--- src/rtl/trojan_pkg.sv ---
// Shared types and constants for the sequential trojan trigger family.
// Holds the FSM state encoding, default compare constants and parameter legality checks.
package trojan_pkg;

  typedef enum logic [1:0] {
    IDLE  = 2'd0,
    COUNT = 2'd1,
    FIRED = 2'd2
  } trig_state_t;

  localparam logic [7:0] DEF_MATCH_PATTERN = 8'hFF;
  localparam logic [7:0] DEF_CARE_MASK     = 8'hFF;

  // Threshold must be reachable by the counter and non-zero.
  function automatic bit thresh_legal(input int thresh, input int cnt_w);
    return (thresh >= 1) && (thresh <= ((1 << cnt_w) - 1));
  endfunction

  function automatic bit fire_cycles_legal(input int fire_cycles);
    return (fire_cycles >= 1) && (fire_cycles <= 255);
  endfunction

endpackage

--- src/rtl/trig_match.sv ---
// Masked equality comparator: match is high when every cared-for bit equals the pattern.
module trig_match #(
  parameter int W = 8
) (
  input  logic [W-1:0] in_vec,
  input  logic [W-1:0] pattern,
  input  logic [W-1:0] mask,
  output logic         match
);

  assign match = (((in_vec ^ pattern) & mask) == '0);

endmodule

--- src/rtl/seq_trojan_trigger.sv ---
// Counter/FSM trigger: counts masked pattern matches and raises a registered trigger at threshold.
// Trigger_out1 drives the downstream payload XOR; fired mirrors it for observation.
module seq_trojan_trigger
  import trojan_pkg::*;
#(
  parameter int              N_IN          = 8,
  parameter logic [N_IN-1:0] MATCH_PATTERN = N_IN'(DEF_MATCH_PATTERN),
  parameter logic [N_IN-1:0] CARE_MASK     = N_IN'(DEF_CARE_MASK),
  parameter int              CNT_W         = 4,
  parameter int              COUNT_THRESH  = 4,
  parameter int              CONSECUTIVE   = 1,
  parameter int              STICKY        = 1,
  parameter int              FIRE_CYCLES   = 1
) (
  input  logic            CK,
  input  logic            RST,
  input  logic            EN,
  input  logic [N_IN-1:0] I,
  output logic            Trigger_out1,
  output logic [CNT_W-1:0] hit_cnt,
  output logic            fired
);

  generate
    if (!thresh_legal(COUNT_THRESH, CNT_W)) begin : g_bad_thresh
      $error("COUNT_THRESH out of range for CNT_W");
    end
    if (!fire_cycles_legal(FIRE_CYCLES)) begin : g_bad_fire
      $error("FIRE_CYCLES out of range");
    end
  endgenerate

  localparam logic [CNT_W-1:0] THRESH_C = CNT_W'(COUNT_THRESH);
  localparam logic [7:0]       FIRE_C   = 8'(FIRE_CYCLES);

  trig_state_t      state;
  logic [7:0]       fire_tmr;
  logic             match;
  logic [CNT_W-1:0] cnt_inc;

  trig_match #(
    .W(N_IN)
  ) u_match (
    .in_vec (I),
    .pattern(MATCH_PATTERN),
    .mask   (CARE_MASK),
    .match  (match)
  );

  // Cannot overflow: the FSM leaves COUNT once cnt_inc reaches the threshold.
  assign cnt_inc = hit_cnt + CNT_W'(1);

  always_ff @(posedge CK) begin
    if (RST) begin
      state        <= IDLE;
      hit_cnt      <= '0;
      fire_tmr     <= '0;
      Trigger_out1 <= 1'b0;
    end else if (EN) begin
      case (state)
        IDLE: begin
          if (match) begin
            if (COUNT_THRESH == 1) begin
              state        <= FIRED;
              hit_cnt      <= THRESH_C;
              Trigger_out1 <= 1'b1;
            end else begin
              state   <= COUNT;
              hit_cnt <= CNT_W'(1);
            end
          end
        end
        COUNT: begin
          if (match) begin
            if (cnt_inc == THRESH_C) begin
              state        <= FIRED;
              hit_cnt      <= THRESH_C;
              Trigger_out1 <= 1'b1;
            end else begin
              hit_cnt <= cnt_inc;
            end
          end else if (CONSECUTIVE != 0) begin
            state   <= IDLE;
            hit_cnt <= '0;
          end
        end
        FIRED: begin
          // Pulse mode: the exit cycle ignores I so a match there is not re-counted.
          if (STICKY == 0) begin
            if (fire_tmr + 8'd1 == FIRE_C) begin
              state        <= IDLE;
              hit_cnt      <= '0;
              fire_tmr     <= '0;
              Trigger_out1 <= 1'b0;
            end else begin
              fire_tmr <= fire_tmr + 8'd1;
            end
          end
        end
        default: begin
          state        <= IDLE;
          hit_cnt      <= '0;
          fire_tmr     <= '0;
          Trigger_out1 <= 1'b0;
        end
      endcase
    end
  end

  assign fired = Trigger_out1;

endmodule

--- config.mk ---
export PLATFORM = sky130hd
export DESIGN_NAME = seq_trojan_trigger
export DESIGN_NICKNAME = d
export VERILOG_FILES = /design/src/rtl/trojan_pkg.sv /design/src/rtl/trig_match.sv /design/src/rtl/seq_trojan_trigger.sv
export SDC_FILE = /design/constraint.sdc
export NUM_CORES = 1
export LEC_CHECK = 0
export CAP_MARGIN = 20
export CORE_AREA = 2 2 39 41
export DETAILED_ROUTE_END_ITERATION = 12
export DIE_AREA = 0 0 41 43
export HOLD_SLACK_MARGIN = 0.06
export SLEW_MARGIN = 20
export SYNTH_ARGS = -nofsm -noshare
export SYNTH_HDL_FRONTEND = slang
export SYNTH_SLANG_ARGS = --single-unit
--- constraint.sdc ---
create_clock -name CK -period 2.2 [get_ports CK]
set_input_delay 0.44 -clock CK [delete_from_list [all_inputs] [get_ports CK]]
set_output_delay 0.44 -clock CK [all_outputs]
set_load 0.05 [all_outputs]
### After elaboration in Yosys (flattened, before gate mapping)

Cells that the tools add are included.

* muxes and demuxes: 11
* add/sub/neg operators: 1
* eq/ne operators: 7
* reductions and logical operators: 6
* bitwise logic cells: 3

Operator list (count)
* $mux 4: 3
* $pmux 4 s3: 1
* $logic_not 8->1: 1
* $not 8->8: 1
* $reduce_and 4->1: 2
* $mux 2: 3
* $ne 2x2->1 const B: 3
* $pmux 2 s3: 1
* $add 4x1->4 const B: 1
* $eq 4x3->1 const B: 1
* $ne 3x3->1 const B: 1
* $reduce_and 3->1: 1
* $eq 2x1->1 const B: 1
* $eq 2x2->1 const B: 1
* $logic_not 2->1: 1
* $mux 1: 2
* $not 1->1: 2
* $pmux 1 s2: 1
* $reduce_or 2->1: 1

* output and inout bits: 6
* bits in registers: 7
* input port bits: 11

### Longest topological paths before layout

* depth after elaboration: 5
* depth in mapped cells: 5
* depth with buffers taken out: 5

### Modules after synthesis

From an unflattened synthesis, not the netlist that was laid out.

* cell total of the unflattened synthesis: 61
* area, all modules: 521.8 um2

By module, submodules not included
* seq_trojan_trigger: cells an instance 48, area each 412.9 um2, instances 1
* trig_match: cells an instance 13, area each 108.9 um2, instances 1

### Worst setup path before layout

OpenSTA, ideal clock, no wires.

* kind: register -> register
* start point: reg hit_cnt[0]
* end point: reg state[0]
* clock period less this slack: 1704 ps
* arrival time: 1621 ps
* path buffers: 0
* slack: 496 ps
* stages on the path, launching flop included: 6
* path through: dfxtp_1 ha_1 nor2b_1 and4_1 a2111o_1 o221ai_1

* word-level cells in the longest chain between the ends: 4

Ends and longest elaborated chain
* from (decl): line seq_trojan_trigger.sv:20 `output logic [CNT_W-1:0] hit_cnt,`
* from (signal assigned): line seq_trojan_trigger.sv:80 `hit_cnt <= cnt_inc;`
* $add 4x1->4: line seq_trojan_trigger.sv:51 `assign cnt_inc = hit_cnt + CNT_W'(1);`
* $eq 4x3->1: line seq_trojan_trigger.sv:75 `if (cnt_inc == THRESH_C) begin`
* $ne 3x3->1 (no source line)
* $reduce_and 4->1 (no source line)
* to (signal assigned): line seq_trojan_trigger.sv:55 `state <= IDLE;`
* to (signal assigned): line seq_trojan_trigger.sv:76 `state <= FIRED;`
* to (signal assigned): line seq_trojan_trigger.sv:83 `state <= IDLE;`
* to (decl): line seq_trojan_trigger.sv:36 `trig_state_t state;`

No other way between the ends.
A chain may end at the register's enable or synchronous reset.

### Worst setup path after layout

* start point: reg hit_cnt[0]
* end point: out hit_cnt[0]

No word-level cell between the ends.

==> flow_summary.toml <==
[critical_path]
required_ps = 1760
crit_fanout = 7
worstSetupStartpointType = "flop"
crit_arrival_ps = 1520
path_cells = "clkdlybuf4s50_1"
end_kind = "primary output"
cp_top_family = "buffers and inverters"
r2r_setup_slack_ps = 620
crit_buf_inv = 1
cp_slowest_cell = "clkdlybuf4s50_1"
crit_type = "reg -> out"
max_stage_delay_ps = 840

[route]
dr.pass1.iters = 4
wl_per_cell_um = 12.0
postRouteAntennaNets = 0
remaining_drc_errors = 0
wl_mm = 1.02
avgViaCountPerCell = 5.32
num_vias = 452
drt_iter0_markers = 11

[logic_synthesis]
netlist_area_um2 = 433
synthCells = 51
synthAdderAreaFrac_pct = 5.78
synth_compound_area_share_pct = 22.3
synthTopCellsByCount = "7 x dfxtp_1, 4 x a21oi_1, 4 x nand2_1, 4 x nand2b_1, 4 x or3_1"
synth_fp_nets = 64
synth_cell_types = 27
synthXorXnorAreaFrac_pct = 2.02
syn_area_per_cell_um2 = 8.49
ys_seq_area_share_pct = 32.4
async_flop_share_pct = 0
yosysMostFrequentCell = "dfxtp_1"
synth_edf_count = 0
synth_ff_type = "dfxtp_1"
synth-simple-area-share_pct = 32.1
synth_mux_area_share_pct = 0
synth-warning-count = 0
synth_largest_area_cell = "dfxtp_1"
synth_top_area_share_pct = 32.4
synth_top_family_by_area = "simple AND/OR/NAND/NOR gates"
ys_ff_latch = 7
synthTopCellsByArea = "dfxtp_1 32%, ha_1 5.8%, nand2b_1 5.8%, or3_1 5.8%, a21oi_1 4.6%"

[power_and_ir_drop]
p_switching_mw = 0.0581
pwr-share-clk_pct = 43.9
total_power_mw = 0.273
intPower_mw = 0.215
power_density_mw_per_mm2 = 433
ir_drop_mv = 0.282
pwr-share-seq_pct = 46.5
swShare_pct = 21.2
p_comb_share_pct = 9.6
p_leak_nw = 0.229

[timing]
setup_violations = 0
hold_violations = 0
fin_crit_ps = 1960
hold_ws_ps = 490
rsz0062_at_grt = "no"
fin_skew_ps = 3.22
finalMaxSlewViolations = 0
max_freq_mhz = 511
final.setup.worst_slack_ps = 244
worst_slew_pin_slew_ps = 490
final.period_utilization_pct = 88.9
fin_tns_setup_ps = 0
slew_headroom_pct = 67.2

[clock_tree]
cts_made_buffers = 3
cts_hold_buffers = 0
clock_sinks = 7
post_cts_resized = 0
cts_setup_buffers = 0
clk_pin_slew_ps = 60
htreeDepth = 1
cts_tree = "yes"
clk_path_buf_depth = 2
clock_latency_ps = 250
root_buffer = "clkbuf_4"

[outcome]
outcome = "completed"

[die]
fp.dieArea_mm2 = 0.00176
num_io_pins = 17
start_util_pct = 31.3
die_h_um = 43
core-area_mm2 = 0.00138
fp-row-count = 14
die_x_um = 41

[global_route]
grt_util_all_layers_pct = 15.0
antenna_found_initial = 0
grt_max_degree = 12
grt_pass1_wl_mm = 1.77
gr-total-overflow = 0
first_global_vias = 405

[layout]
final_util_pct = 45.6
diodes = 0
layout-drive-gt1-share_pct = 5.80
num-fill-cells = 141
area_growth_pct = 45.7
fin_nets = 83

[place]
dp_hpwl_um = 785
post-place-ws_ps = 158
port_buffers = 16
gp_congestion = 0.726

[job]
maxCapViolCount = 0

[worst_hold_path]
hold_path.class = "reg -> reg"
## logic make-up after synthesis
group / after synthesis
and+or+nand+nor: 23
DFF: 7
adders and majority gates: 2
xor gates and xnor gates: 1
AOI/OAI and AO/OA: 13
buffers and inverters: 5
## routing by layer
layer / vias up / wire (µm) / global-route usage (%) / share of wire, %
met5: - / 0 / 0 / 0
met4: 0 / 10 / 8.00 / 0.98
met3: 2 / 55 / 4.71 / 5.4
met2: 19 / 514 / 21.3 / 50
met1: 204 / 441 / 19.4 / 43
li1: 227 / - / - / -
## area by class of cell
type | count | area, µm² | area share, %
Timing Repair Buffer | 17 | 168 | 26.6
Clock buffer | 4 | 26.3 | 4.17
Multi-Input combinational cell | 39 | 269 | 42.7
Inverter | 2 | 7.51 | 1.19
Tap cell | 16 | 20.0 | 3.17
Sequential cell | 7 | 140 | 22.2
## final timing paths
kind | start | end | cells past startpoint
setup / recovery | hit_cnt[0] | hit_cnt[0] | 1
hold / removal | Trigger_out1 | Trigger_out1 | 2
setup reg to reg | hit_cnt[0] | state[1] | 5
hold reg to reg | Trigger_out1 | Trigger_out1 | 2
## flip-flops by register name (all words and copies together), names as in the netlist
name and flops:
hit_cnt 4, state 2, Trigger_out1 1
## worst min-delay path, cell delays in order (launching register included)
cell and delay [ps]:
dfxtp_1 320, inv_1 70, a21oi_1 50
## stage by stage
| step | cells | cell area (µm²) |
|---|---|---|
| finish | 85 | 631 |
| floorplan | 51 | 433 |
| global placement | 81 | 604 |
| global route | 85 | 631 |
| CTS | 85 | 631 |
| detailed placement | 81 | 604 |
## layout by cell type, fill, tap and decap left out, types with 2 or more instances in the layout
cell | netlist | final
nand4_1 | 2 | 2
dfxtp_1 | 7 | 7
clkdlybuf4s50_1 | 0 | 16
nand2b_1 | 4 | 4
clkbuf_4 | 0 | 3
ha_1 | 2 | 2
inv_1 | 2 | 2
o32ai_1 | 2 | 2
nand2_1 | 4 | 4
nor2b_1 | 3 | 3
a21oi_1 | 4 | 4
or3_1 | 4 | 4
## power by group through the flow
stage / Sequential [mW] / Combinational, mW / Clock [mW]
finish: 0.127 / 0.0264 / 0.120
global route: 0.127 / 0.0285 / 0.133
CTS: 0.127 / 0.0265 / 0.124
detailed placement: 0.130 / 0.0263 / 0
global placement: 0.130 / 0.0264 / 0
floorplan: 0.130 / 0.00544 / 0
Note: power is estimated with default switching activity, not from simulation.
